### src/rtl/uart_pkg.sv
// Shared UART definitions: FSM state encoding, parity-mode constants and the
// default bit period used by both uart_tx and uart_rx.
package uart_pkg;

  localparam int unsigned CLKS_PER_BIT_DEF = 8;

  localparam logic PAR_EVEN = 1'b0;
  localparam logic PAR_ODD  = 1'b1;

  typedef enum logic [2:0] {
    ST_IDLE   = 3'd0,
    ST_START  = 3'd1,
    ST_DATA   = 3'd2,
    ST_PARITY = 3'd3,
    ST_STOP   = 3'd4
  } uart_state_e;

endpackage

### src/rtl/uart_tx_if.sv
// Host-side handshake and serial line of the UART transmitter.
interface uart_tx_if #(
  parameter int unsigned DATA_BITS = 8
);
  logic                 tx_start;
  logic [DATA_BITS-1:0] tx_data;
  logic                 tx_out;
  logic                 tx_busy;
  logic                 tx_done;

  modport master (output tx_start, tx_data, input tx_out, tx_busy, tx_done);
  modport slave  (input tx_start, tx_data, output tx_out, tx_busy, tx_done);
endinterface

### src/rtl/uart_baud_gen.sv
// Bit-period counter: counts 0..CLKS_PER_BIT-1 while enabled, flags the last
// cycle of each bit period, and parks at zero when disabled.
module uart_baud_gen
  import uart_pkg::*;
#(
  parameter int unsigned CLKS_PER_BIT = CLKS_PER_BIT_DEF
) (
  input  logic clock,
  input  logic reset,
  input  logic en,
  output logic tick_c
);

  localparam int unsigned CW = (CLKS_PER_BIT > 1) ? $clog2(CLKS_PER_BIT) : 1;
  localparam logic [CW-1:0] LAST = CW'(CLKS_PER_BIT - 1);

  logic [CW-1:0] cnt;

  assign tick_c = en && (cnt == LAST);

  always_ff @(posedge clock or negedge reset) begin
    if (!reset) begin
      cnt <= '0;
    end else if (!en || tick_c) begin
      cnt <= '0;
    end else begin
      cnt <= cnt + CW'(1);
    end
  end

endmodule

### src/rtl/uart_tx.sv
// UART transmitter: start bit, LSB-first data, optional parity, stop bit(s).
// All outputs are registered; the line idles high.
module uart_tx
  import uart_pkg::*;
#(
  parameter int unsigned CLKS_PER_BIT = CLKS_PER_BIT_DEF,
  parameter int unsigned DATA_BITS    = 8,
  parameter int unsigned PARITY_EN    = 1,
  parameter int unsigned PARITY_ODD   = 0,
  parameter int unsigned STOP_BITS    = 1
) (
  input  logic    clock,
  input  logic    reset,
  uart_tx_if.slave bus
);

  localparam int unsigned DW = $clog2(DATA_BITS + 1);
  localparam logic [DW-1:0] LAST_IDX = DW'(DATA_BITS - 1);
  localparam logic [0:0] STOP_LAST = 1'(STOP_BITS - 1);
  localparam logic PAR_MODE = (PARITY_ODD != 0) ? PAR_ODD : PAR_EVEN;
  localparam logic HAS_PAR = (PARITY_EN != 0);

  uart_state_e state, state_nxt;

  logic [DATA_BITS-1:0] sreg, sreg_d;
  logic [DW-1:0]        bit_idx, bit_idx_d;
  logic [0:0]           stop_idx, stop_idx_d;
  logic                 par_bit, par_bit_d;
  logic                 tx_out_q, tx_out_d;
  logic                 busy_q, busy_d;
  logic                 done_q, done_d;
  logic                 tick_c;

  uart_baud_gen #(.CLKS_PER_BIT(CLKS_PER_BIT)) u_baud (
    .clock  (clock),
    .reset  (reset),
    .en     (state != ST_IDLE),
    .tick_c (tick_c)
  );

  // State register
  always_ff @(posedge clock or negedge reset) begin
    if (!reset) state <= ST_IDLE;
    else        state <= state_nxt;
  end

  // Next-state logic
  always_comb begin
    state_nxt = state;
    unique case (state)
      ST_IDLE:   if (bus.tx_start) state_nxt = ST_START;
      ST_START:  if (tick_c) state_nxt = ST_DATA;
      ST_DATA:   if (tick_c && (bit_idx == LAST_IDX)) state_nxt = HAS_PAR ? ST_PARITY : ST_STOP;
      ST_PARITY: if (tick_c) state_nxt = ST_STOP;
      ST_STOP:   if (tick_c && (stop_idx == STOP_LAST)) state_nxt = ST_IDLE;
      default:   state_nxt = ST_IDLE;
    endcase
  end

  // Next values of the datapath and output registers
  always_comb begin
    sreg_d     = sreg;
    bit_idx_d  = bit_idx;
    stop_idx_d = stop_idx;
    par_bit_d  = par_bit;
    tx_out_d   = tx_out_q;
    busy_d     = busy_q;
    done_d     = 1'b0;
    unique case (state)
      ST_IDLE: begin
        tx_out_d = 1'b1;
        busy_d   = 1'b0;
        if (bus.tx_start) begin
          sreg_d     = bus.tx_data;
          par_bit_d  = (^bus.tx_data) ^ PAR_MODE;
          bit_idx_d  = '0;
          stop_idx_d = '0;
          tx_out_d   = 1'b0;
          busy_d     = 1'b1;
        end
      end
      ST_START: begin
        if (tick_c) begin
          tx_out_d = sreg[0];
          sreg_d   = {1'b0, sreg[DATA_BITS-1:1]};
        end
      end
      ST_DATA: begin
        if (tick_c) begin
          if (bit_idx == LAST_IDX) begin
            tx_out_d = HAS_PAR ? par_bit : 1'b1;
          end else begin
            bit_idx_d = bit_idx + DW'(1);
            tx_out_d  = sreg[0];
            sreg_d    = {1'b0, sreg[DATA_BITS-1:1]};
          end
        end
      end
      ST_PARITY: begin
        if (tick_c) tx_out_d = 1'b1;
      end
      ST_STOP: begin
        if (tick_c) begin
          if (stop_idx == STOP_LAST) begin
            busy_d = 1'b0;
            done_d = 1'b1;
          end else begin
            stop_idx_d = stop_idx + 1'b1;
          end
        end
      end
      default: begin
        tx_out_d = 1'b1;
        busy_d   = 1'b0;
      end
    endcase
  end

  always_ff @(posedge clock or negedge reset) begin
    if (!reset) begin
      sreg     <= '0;
      bit_idx  <= '0;
      stop_idx <= '0;
      par_bit  <= 1'b0;
      tx_out_q <= 1'b1;
      busy_q   <= 1'b0;
      done_q   <= 1'b0;
    end else begin
      sreg     <= sreg_d;
      bit_idx  <= bit_idx_d;
      stop_idx <= stop_idx_d;
      par_bit  <= par_bit_d;
      tx_out_q <= tx_out_d;
      busy_q   <= busy_d;
      done_q   <= done_d;
    end
  end

  assign bus.tx_out  = tx_out_q;
  assign bus.tx_busy = busy_q;
  assign bus.tx_done = done_q;

endmodule

### src/flat_wrapper.sv
// flat-port wrapper written by rule: the top's interface ports become plain ports
module uart_tx_flat import uart_pkg::*;
#(
  parameter int unsigned CLKS_PER_BIT = CLKS_PER_BIT_DEF,
  parameter int unsigned DATA_BITS    = 8,
  parameter int unsigned PARITY_EN    = 1,
  parameter int unsigned PARITY_ODD   = 0,
  parameter int unsigned STOP_BITS    = 1
)
  (clock, reset, bus_tx_start, bus_tx_data, bus_tx_out, bus_tx_busy, bus_tx_done);
  uart_tx_if #(.DATA_BITS(DATA_BITS)) bus_i ();
  input  logic clock;
  input  logic reset;
  input wire logic [$bits(bus_i.tx_start)-1:0] bus_tx_start;
  input wire logic [$bits(bus_i.tx_data)-1:0] bus_tx_data;
  output wire logic [$bits(bus_i.tx_out)-1:0] bus_tx_out;
  output wire logic [$bits(bus_i.tx_busy)-1:0] bus_tx_busy;
  output wire logic [$bits(bus_i.tx_done)-1:0] bus_tx_done;
  assign bus_i.tx_start = bus_tx_start;
  assign bus_i.tx_data = bus_tx_data;
  assign bus_tx_out = bus_i.tx_out;
  assign bus_tx_busy = bus_i.tx_busy;
  assign bus_tx_done = bus_i.tx_done;
  uart_tx #(.CLKS_PER_BIT(CLKS_PER_BIT), .DATA_BITS(DATA_BITS), .PARITY_EN(PARITY_EN), .PARITY_ODD(PARITY_ODD), .STOP_BITS(STOP_BITS)) u_core (.clock(clock), .reset(reset), .bus(bus_i));
endmodule
### config.mk
export PLATFORM = sky130hd
export DESIGN_NAME = uart_tx_flat
export DESIGN_NICKNAME = d
export VERILOG_FILES = /design/src/rtl/uart_pkg.sv /design/src/rtl/uart_tx_if.sv /design/src/rtl/uart_baud_gen.sv /design/src/rtl/uart_tx.sv /design/src/flat_wrapper.sv
export SDC_FILE = /design/constraint.sdc
export NUM_CORES = 1
export LEC_CHECK = 0
export CAP_MARGIN = 5
export CORE_UTILIZATION = 54
export DETAILED_ROUTE_END_ITERATION = 10
export PLACE_DENSITY = 0.77
export SETUP_SLACK_MARGIN = 0.5
export SYNTH_ARGS = -nofsm -noshare
export SYNTH_HDL_FRONTEND = slang
export SYNTH_SLANG_ARGS = --single-unit
### constraint.sdc
create_clock -name clock -period 2.65 [get_ports clock]
set_clock_uncertainty 0.1 [all_clocks]
set_input_delay 0.795 -clock clock [delete_from_list [all_inputs] [get_ports clock]]
set_output_delay 0.795 -clock clock [all_outputs]
set_load 0.01 [all_outputs]
==> results of run 1 <==
[where the power goes]
group	switching (mW)	internal, mW
clock network	0.107	0.0840
logic	0.333	0.499
registers	0.140	0.491
total	0.580	1.07
[final cells by class]
class                           instances  area (um^2)
Clock buffer                            4        36.28
Fill cell                             170        716.9
Inverter                                2        7.507
Multi-Input combinational cell         80        671.9
Sequential cell                        22        551.8
Tap cell                               28        35.03
Timing Repair Buffer                   18        171.4
[sequential cells by signal (all words and copies together) (netlist names)]
register and cells:
u_core.bus.tx_done 1, u_core.state 3, u_core.par_bit 1, u_core.bus.tx_busy 1, u_core.bit_idx 4, u_core.bus.tx_out 1, u_core.sreg 8, u_core.u_baud.cnt 3
[per-stage QoR]
stage                     cell area, um^2  cells  hold slack [ns]  utilization [%]
after global routing                 1474    154           0.3799            67.28
after floorplan                      1247    109           0.3192                -
after CTS                            1461    154           0.3650            66.70
after global placement               1421    150           0.3295            64.88
after detailed placement             1421    150           0.3474            64.88
final                                1474    154           0.3557            67.28
[cells in the final DEF, fill, tap and decap left out, drive strengths merged, types with 3 or more instances in the layout]
cell type,Yosys,layout
dfrtp,21,21
mux2,16,16
clkdlybuf4s50,0,10
xnor2,8,8
nand3b,5,5
nand2,5,5
a21oi,5,5
nor2,5,5
buf,3,5
clkbuf,2,4
nor3,3,3
and2,3,3
o21ai,3,3
a31oi,3,3
and3,3,3
a22o,3,3
ha,3,3
[worst max path at each step]
stage	slack [ns]	depth (start not counted)	end	start
after floorplan	0.70	5	u_core.sreg[0]	bus_tx_start
after global placement	0.12	6	u_core.sreg[0]	bus_tx_start
after detailed placement	0.13	6	u_core.sreg[1]	bus_tx_start
after CTS	0.51	1	bus_tx_busy	u_core.bus.tx_busy
after global routing	0.51	7	u_core.sreg[0]	u_core.u_baud.cnt[0]
final	0.57	1	bus_tx_done	u_core.bus.tx_done
[per-layer routing]
| metal | vias to the layer above | global-route usage [%] |
|---|---|---|
| li1 | 431 | - |
| met1 | 425 | 28.80 |
| met2 | 12 | 32.00 |
| met3 | 4 | 4.938 |
| met4 | 0 | 10.00 |
| met5 | - | 0 |
[cells by family after synthesis]
kind of cell,Yosys count,synth area share (%)
mux,17,17.65
simple gates,29,13.84
buf+inv,7,2.909
flops,22,44.23
compound gates,23,12.74
xor+xnor,8,5.617
fa+ha+maj,3,3.009
==> summary.md, run 1 <==
| Metric | Value |
|---|---|
| Total core area | 2191 um^2 |
| Gr usage total | 21.33% |
| Synth Flop Type | dfrtp_1 |
| CP max FO | 1 |
| Post-synth EDFFs | 0 |
| Setup violations, final | 0 |
| Worst R2R Setup Slack | 0.58 ns |
| Hold Crit Depth | 1 |
| DRT Pass-1 Iters | 3 |
| Wirelength per Cell | 14.22 um |
| Worst-margin pin slew | 0.5685 ns |
| Total CTS buffers | 3 |
| Syn Nets | 123 |
| Setup TNS | 0 ns |
| # diodes | 0 |
| Final setup margin | 0.5733 ns |
| Ys Warns | 0 |
| Clock latency on the worst-skew pair | 0.32 ns |
| Top post-synthesis cells by area | dfrtp_1, mux2_4, mux2_2 |
| Starting Density | 56.94% |
| Post-synth cell types | 36 |
| Crit path capture type | output port |
| Max cap viols | 0 |
| Initial antenna violation count | 0 |
| CTS Buffer Depth | 2 |
| Io pins | 14 |
| Most common cell in the netlist | dfrtp_1 |
| Die W | 50.07 um |
| Buf/Inv on CP | 1 |
| Worst path cell trace | clkdlybuf4s50_1 |
| Pwr Density | 1122 nW/um^2 |
| Post-DRT Antenna Nets | 0 |
| Status | finished clean |
| Global route total overflow | 0 |
| Via Count | 872 |
| CTS clk-pin slew, worst paths | 0.13 ns |
| Residual DRC | 0 |
| Worst path top cell family by delay | buffers and inverters |
| Area leader, netlist | dfrtp_1 |
| DR iter-0 viols | 19 |
| Die area | 2507 um^2 |
| Crit path DAT | 1.18 ns |
| Netlist Area Pre-Place | 1247 um^2 |
| Syn-to-layout area delta | 18.15% |
| HP Class | reg2reg |
| Row count | 17 |
| Vias in the first global route | 846 |
| First-pass GRT wire length | 3912 um |
| Final Total Pwr | 1.654 mW |
| Synth cell count leaders | dfrtp_1, mux2_2, mux2_4, xnor2_1 |
| Setup bufs post-CTS | 0 |
| Post-CTS Hold Buffers | 0 |
| DIE HEIGHT | 50.07 um |
| Routed wl met3 | 60 um |
| Syn Area/Cell | 11.44 um^2 |
| Crit path max-delay cell type | clkdlybuf4s50_1 |
| VDD IR max | 734.9 uV |
| Sequential area share after synthesis | 44.23% |
| CP Class | reg2out |
| Port Buffers | 13 |
| Synthesized instance count | 109 |
| Routed vias/inst | 5.662 |
| Worst path max stage delay | 0.52 ns |
| DP HPWL | 1584 um |
| Pre-CTS setup slack | 0.1256 ns |
| Final Hold Viols | 0 |
| CP startpoint kind | flop |
| TritonCTS clock tree | done |
| Max layer used | met4 |
| Hold path endpoint | u_core.u_baud.cnt[0] |
| # H-tree levels | 1 |
| Worst EP required | 1.76 ns |
| Leakage power | 0.6644 nW |
| Achievable Freq | 481.5 MHz |
| Max Slew Vio Count | 0 |
| Final Wtd Congestion | 0.7741 |
| Fin crit share | 78.36% |
| Clk sinks | 22 |
| Asr flop ratio synth | 100.0% |
| Root buffer cell | clkbuf_4 |
| RSZ-0062 raised after global routing | true |
| Pin count of the biggest net entering global routing | 17 |
| HP Start | u_core.u_baud.cnt[0] |
| Met2 wire len | 998 um |
| Final WL | 2190 um |
| Yosys reg bits | 22 |
| RR Endpoint | u_core.sreg[0] |
| Proportion of layout cells with a drive suffix above 1 | 25.40% |
| Worst rel slew slack | 61.98% |
| Final net count | 141 |
| Crit path time final | 2.077 ns |
| Post-synth top area share | 42.13% |
| PostCTS Resize Cnt | 4 |
| Wl on met1 | 1086 um |
| R2R cell count | 6 |
| Reg2Reg Launch Point | u_core.bit_idx[0] |
Power figures use the tool's default switching activity.
==> inputs of run 2 (changes only) <==
==> constraint.sdc (replaced) <==
create_clock -name clock -period 2.14 [get_ports clock]
set_clock_uncertainty 0.1 [all_clocks]
set_input_delay 0.642 -clock clock [delete_from_list [all_inputs] [get_ports clock]]
set_output_delay 0.642 -clock clock [all_outputs]
set_load 0.01 [all_outputs]
==> run 2 against run 1 <==
Effect of this change:
- final cell count rose by 8.4%
- global-route usage rose by 4.4 points
- first-iteration DRC count rose to 2.5 times the previous value
- worst setup slack got worse by 0.31 ns
- count of clock-buffer cells in the layout did not move
- power rose by 39%
- hold slack improved by 0.0066 ns
- sequential share of layout area fell by 3.4 points
- sequential power rose by 21%
- die area did not move
- critical endpoint is now u_core.sreg[1]
- highest routed layer unchanged
==> summary.md, run 2 (synthesized netlist as in run 1, its figures left out) <==
| Metric | Value |
|---|---|
| # diodes | 0 (unchanged) |
| First-pass GRT wire length | 4719 um (was 3912 um) |
| Die area | 2507 um^2 (unchanged) |
| Most common cell after layout, fill and taps aside | dfrtp_1 (unchanged) |
| Pwr Density | 1414 nW/um^2 (was 1122 nW/um^2) |
| Clk sinks | 22 (unchanged) |
| Worst-margin pin slew | 0.4157 ns (was 0.5685 ns) |
| CP startpoint kind | flop (unchanged) |
| Final net count | 154 (was 141) |
| Max cap viols | 0 (unchanged) |
| Hold Crit Depth | 1 (unchanged) |
| Crit path max-delay cell type | dfrtp_1 (was clkdlybuf4s50_1) |
| Via Count | 982 (was 872) |
| Port Buffers | 13 (unchanged) |
| Routed vias/inst | 5.880 (was 5.662) |
| Pin count of the biggest net entering global routing | 23 (was 17) |
| Top reg by flops | u_core.sreg (unchanged) |
| Clock latency on the worst-skew pair | 0.32 ns (about the same) |
| Worst EP required | 2.26 ns (was 1.76 ns) |
| RSZ-0062 raised after global routing | true (unchanged) |
| Crit path DAT | 2.00 ns (was 1.18 ns) |
| Total core area | 2191 um^2 (unchanged) |
| Worst path cell trace | ha_2 -> ha_4 -> nand3b_1 -> o21a_1 -> a311o_1 -> buf_6 -> mux2_4 (was clkdlybuf4s50_1) |
| # H-tree levels | 1 (unchanged) |
| R2R cell count | 7 (was 6) |
| Setup violations, final | 0 (unchanged) |
| Worst path max stage delay | 0.38 ns (was 0.52 ns) |
| Max Slew Vio Count | 0 (unchanged) |
| Starting Density | 56.94% (unchanged) |
| Post-placement cell area | 1479 um^2 (was 1421 um^2) |
| Leakage power | 0.7549 nW (was 0.6644 nW) |
| Worst rel slew slack | 72.18% (was 61.98%) |
| Worst R2R Setup Slack | 0.26 ns (was 0.58 ns) |
| Total CTS buffers | 3 (unchanged) |
| Achievable Freq | 531.7 MHz |
| Final setup margin | 0.2591 ns (was 0.5733 ns) |
| CTS Buffer Depth | 2 (unchanged) |
| Gr usage total | 25.72% (was 21.33%) |
| Crit path capture type | flop (was output port) |
| Root buffer cell | clkbuf_4 (unchanged) |
| Hold path endpoint | u_core.u_baud.cnt[0] (unchanged) |
| Final Hold Viols | 0 (unchanged) |
| Initial antenna violation count | 0 (unchanged) |
| DP HPWL | 1849 um (was 1584 um) |
| DIE HEIGHT | 50.07 um (unchanged) |
| Row count | 17 (unchanged) |
| HP Class | reg2reg (unchanged) |
| Largest registers | u_core.sreg: 8 flops, u_core.bit_idx: 4 flops (unchanged) |
| Wirelength per Cell | 16.52 um (was 14.22 um) |
| Residual DRC | 0 (unchanged) |
| Setup TNS | 0 ns (unchanged) |
| HP Start | u_core.u_baud.cnt[0] (unchanged) |
| VDD IR max | 1258 uV (was 734.9 uV) |
| Post-CTS Hold Buffers | 0 (unchanged) |
| Pre-CTS setup slack | -0.2294 ns (was 0.1256 ns) |
| Core Util, Final | 74.19% (was 67.28%) |
| Max FFs per register | 8 (unchanged) |
| Proportion of layout cells with a drive suffix above 1 | 43.88% (was 25.40%) |
| Buf/Inv on CP | 1 (unchanged) |
| Reg2Reg Launch Point | u_core.u_baud.cnt[0] (was u_core.bit_idx[0]) |
| RR Endpoint | u_core.sreg[1] (was u_core.sreg[0]) |
| Fillers | 146 (was 170) |
| Post-DRT Antenna Nets | 0 (unchanged) |
| CTS clk-pin slew, worst paths | 0.13 ns (about the same) |
| TritonCTS clock tree | done (unchanged) |
| CP Class | reg2reg (was reg2out) |
| Final Wtd Congestion | 0.7955 (was 0.7741) |
| Io pins | 14 (unchanged) |
| Syn-to-layout area delta | 30.29% (was 18.15%) |
| Global route total overflow | 0 (unchanged) |
| Design Area, Final | 1625 um^2 (was 1474 um^2) |
| Most frequent cells in the layout | dfrtp_1, buf_4, mux2_2, xnor2_1, mux2_4 (was dfrtp_1, clkdlybuf4s50_1, mux2_2, xnor2_1, mux2_4) |
| CP max FO | 8 (was 1) |
| Worst path top cell family by delay | compound AO/OA/AOI/OAI gates (was buffers and inverters) |
| Final WL | 2759 um (was 2190 um) |
| DR iter-0 viols | 48 (was 19) |
| DRT Pass-1 Iters | 4 (was 3) |
| Die W | 50.07 um (unchanged) |
| Crit path time final | 1.881 ns |
| Vias in the first global route | 1,020 (was 846) |
| Fin crit share | 87.89% |
| Status | finished clean (unchanged) |
[run 2: cell count changes in the layout (fill, tap and decap cells not counted), sizes merged]
cell           delta
clkdlybuf4s50     -4
dlymetal6s2s      +2
dlygate4sd2       -1
buf              +16
[run 2: power breakdown]
part | leakage (nW) | internal, mW | total (mW) | switching [mW]
Combinational | 0.469 | 0.762 | 1.30 | 0.538
Clock | 0.0210 | 0.104 | 0.237 | 0.133
Sequential | 0.265 | 0.611 | 0.762 | 0.151
Total | 0.755 | 1.48 | 2.30 | 0.821
[run 2: worst reg2reg max path, delay by kind of cell (launching register included)]
family,cells,cell delay [ns]
adder cells (fa/ha/maj),2,0.32
multiplexers,1,0.30
flip-flops,1,0.38
AO/OA/AOI/OAI,2,0.41
AND/OR/NAND/NOR,1,0.10
buffers and inverters,1,0.16
[run 2: worst max path at each step]
stage	endpoint	from	slack (ns)	depth (start not counted)
detailed placement	u_core.sreg[1]	bus_tx_start	-0.23	6
finish	u_core.sreg[1]	u_core.u_baud.cnt[0]	0.26	7
floorplan	u_core.sreg[0]	u_core.u_baud.cnt[0]	0.34	7
CTS	u_core.sreg[1]	u_core.u_baud.cnt[0]	0.29	7
global placement	u_core.sreg[3]	bus_tx_start	-0.22	6
global route	u_core.sreg[0]	u_core.u_baud.cnt[0]	0.19	7
[run 2: stage by stage]
step	power [mW]	hold WS (ns)	std cells
after floorplan	1.592	0.2464	109
after global placement	1.837	0.3410	157
after detailed placement	1.887	0.3475	157
after CTS	2.230	0.3632	167
after global routing	2.462	0.3972	167
final	2.299	0.3622	167
[run 2: cell type report]
| class | count | area (um^2) | area share, % |
|---|---|---|---|
| multi-input cells | 80 | 719.4 | 44.26 |
| flip-flops and latches | 22 | 553.0 | 34.03 |
| repair buffers | 31 | 274.0 | 16.86 |
| clock buffers | 4 | 36.28 | 2.232 |
| well taps | 28 | 35.03 | 2.156 |
| inverters | 2 | 7.507 | 0.4619 |
[run 2: timing repair]
| action | CTS | global route |
|---|---|---|
| setup buffers | 6 | 0 |
| endpoints found under the setup margin | 18 | 21 |
| gates resized for setup | 24 | 12 |
| pin swaps | 9 | 6 |
| cloned | 0 | 0 |
[run 2: layer usage]
metal  GRT usage [%]  vias to the layer above  wire, um
met5               0                        -         0
met4           14.29                        0       100
met3           4.012                       13       109
met2           43.78                       33      1396
met1           30.39                      475      1152
li1                -                      461         -
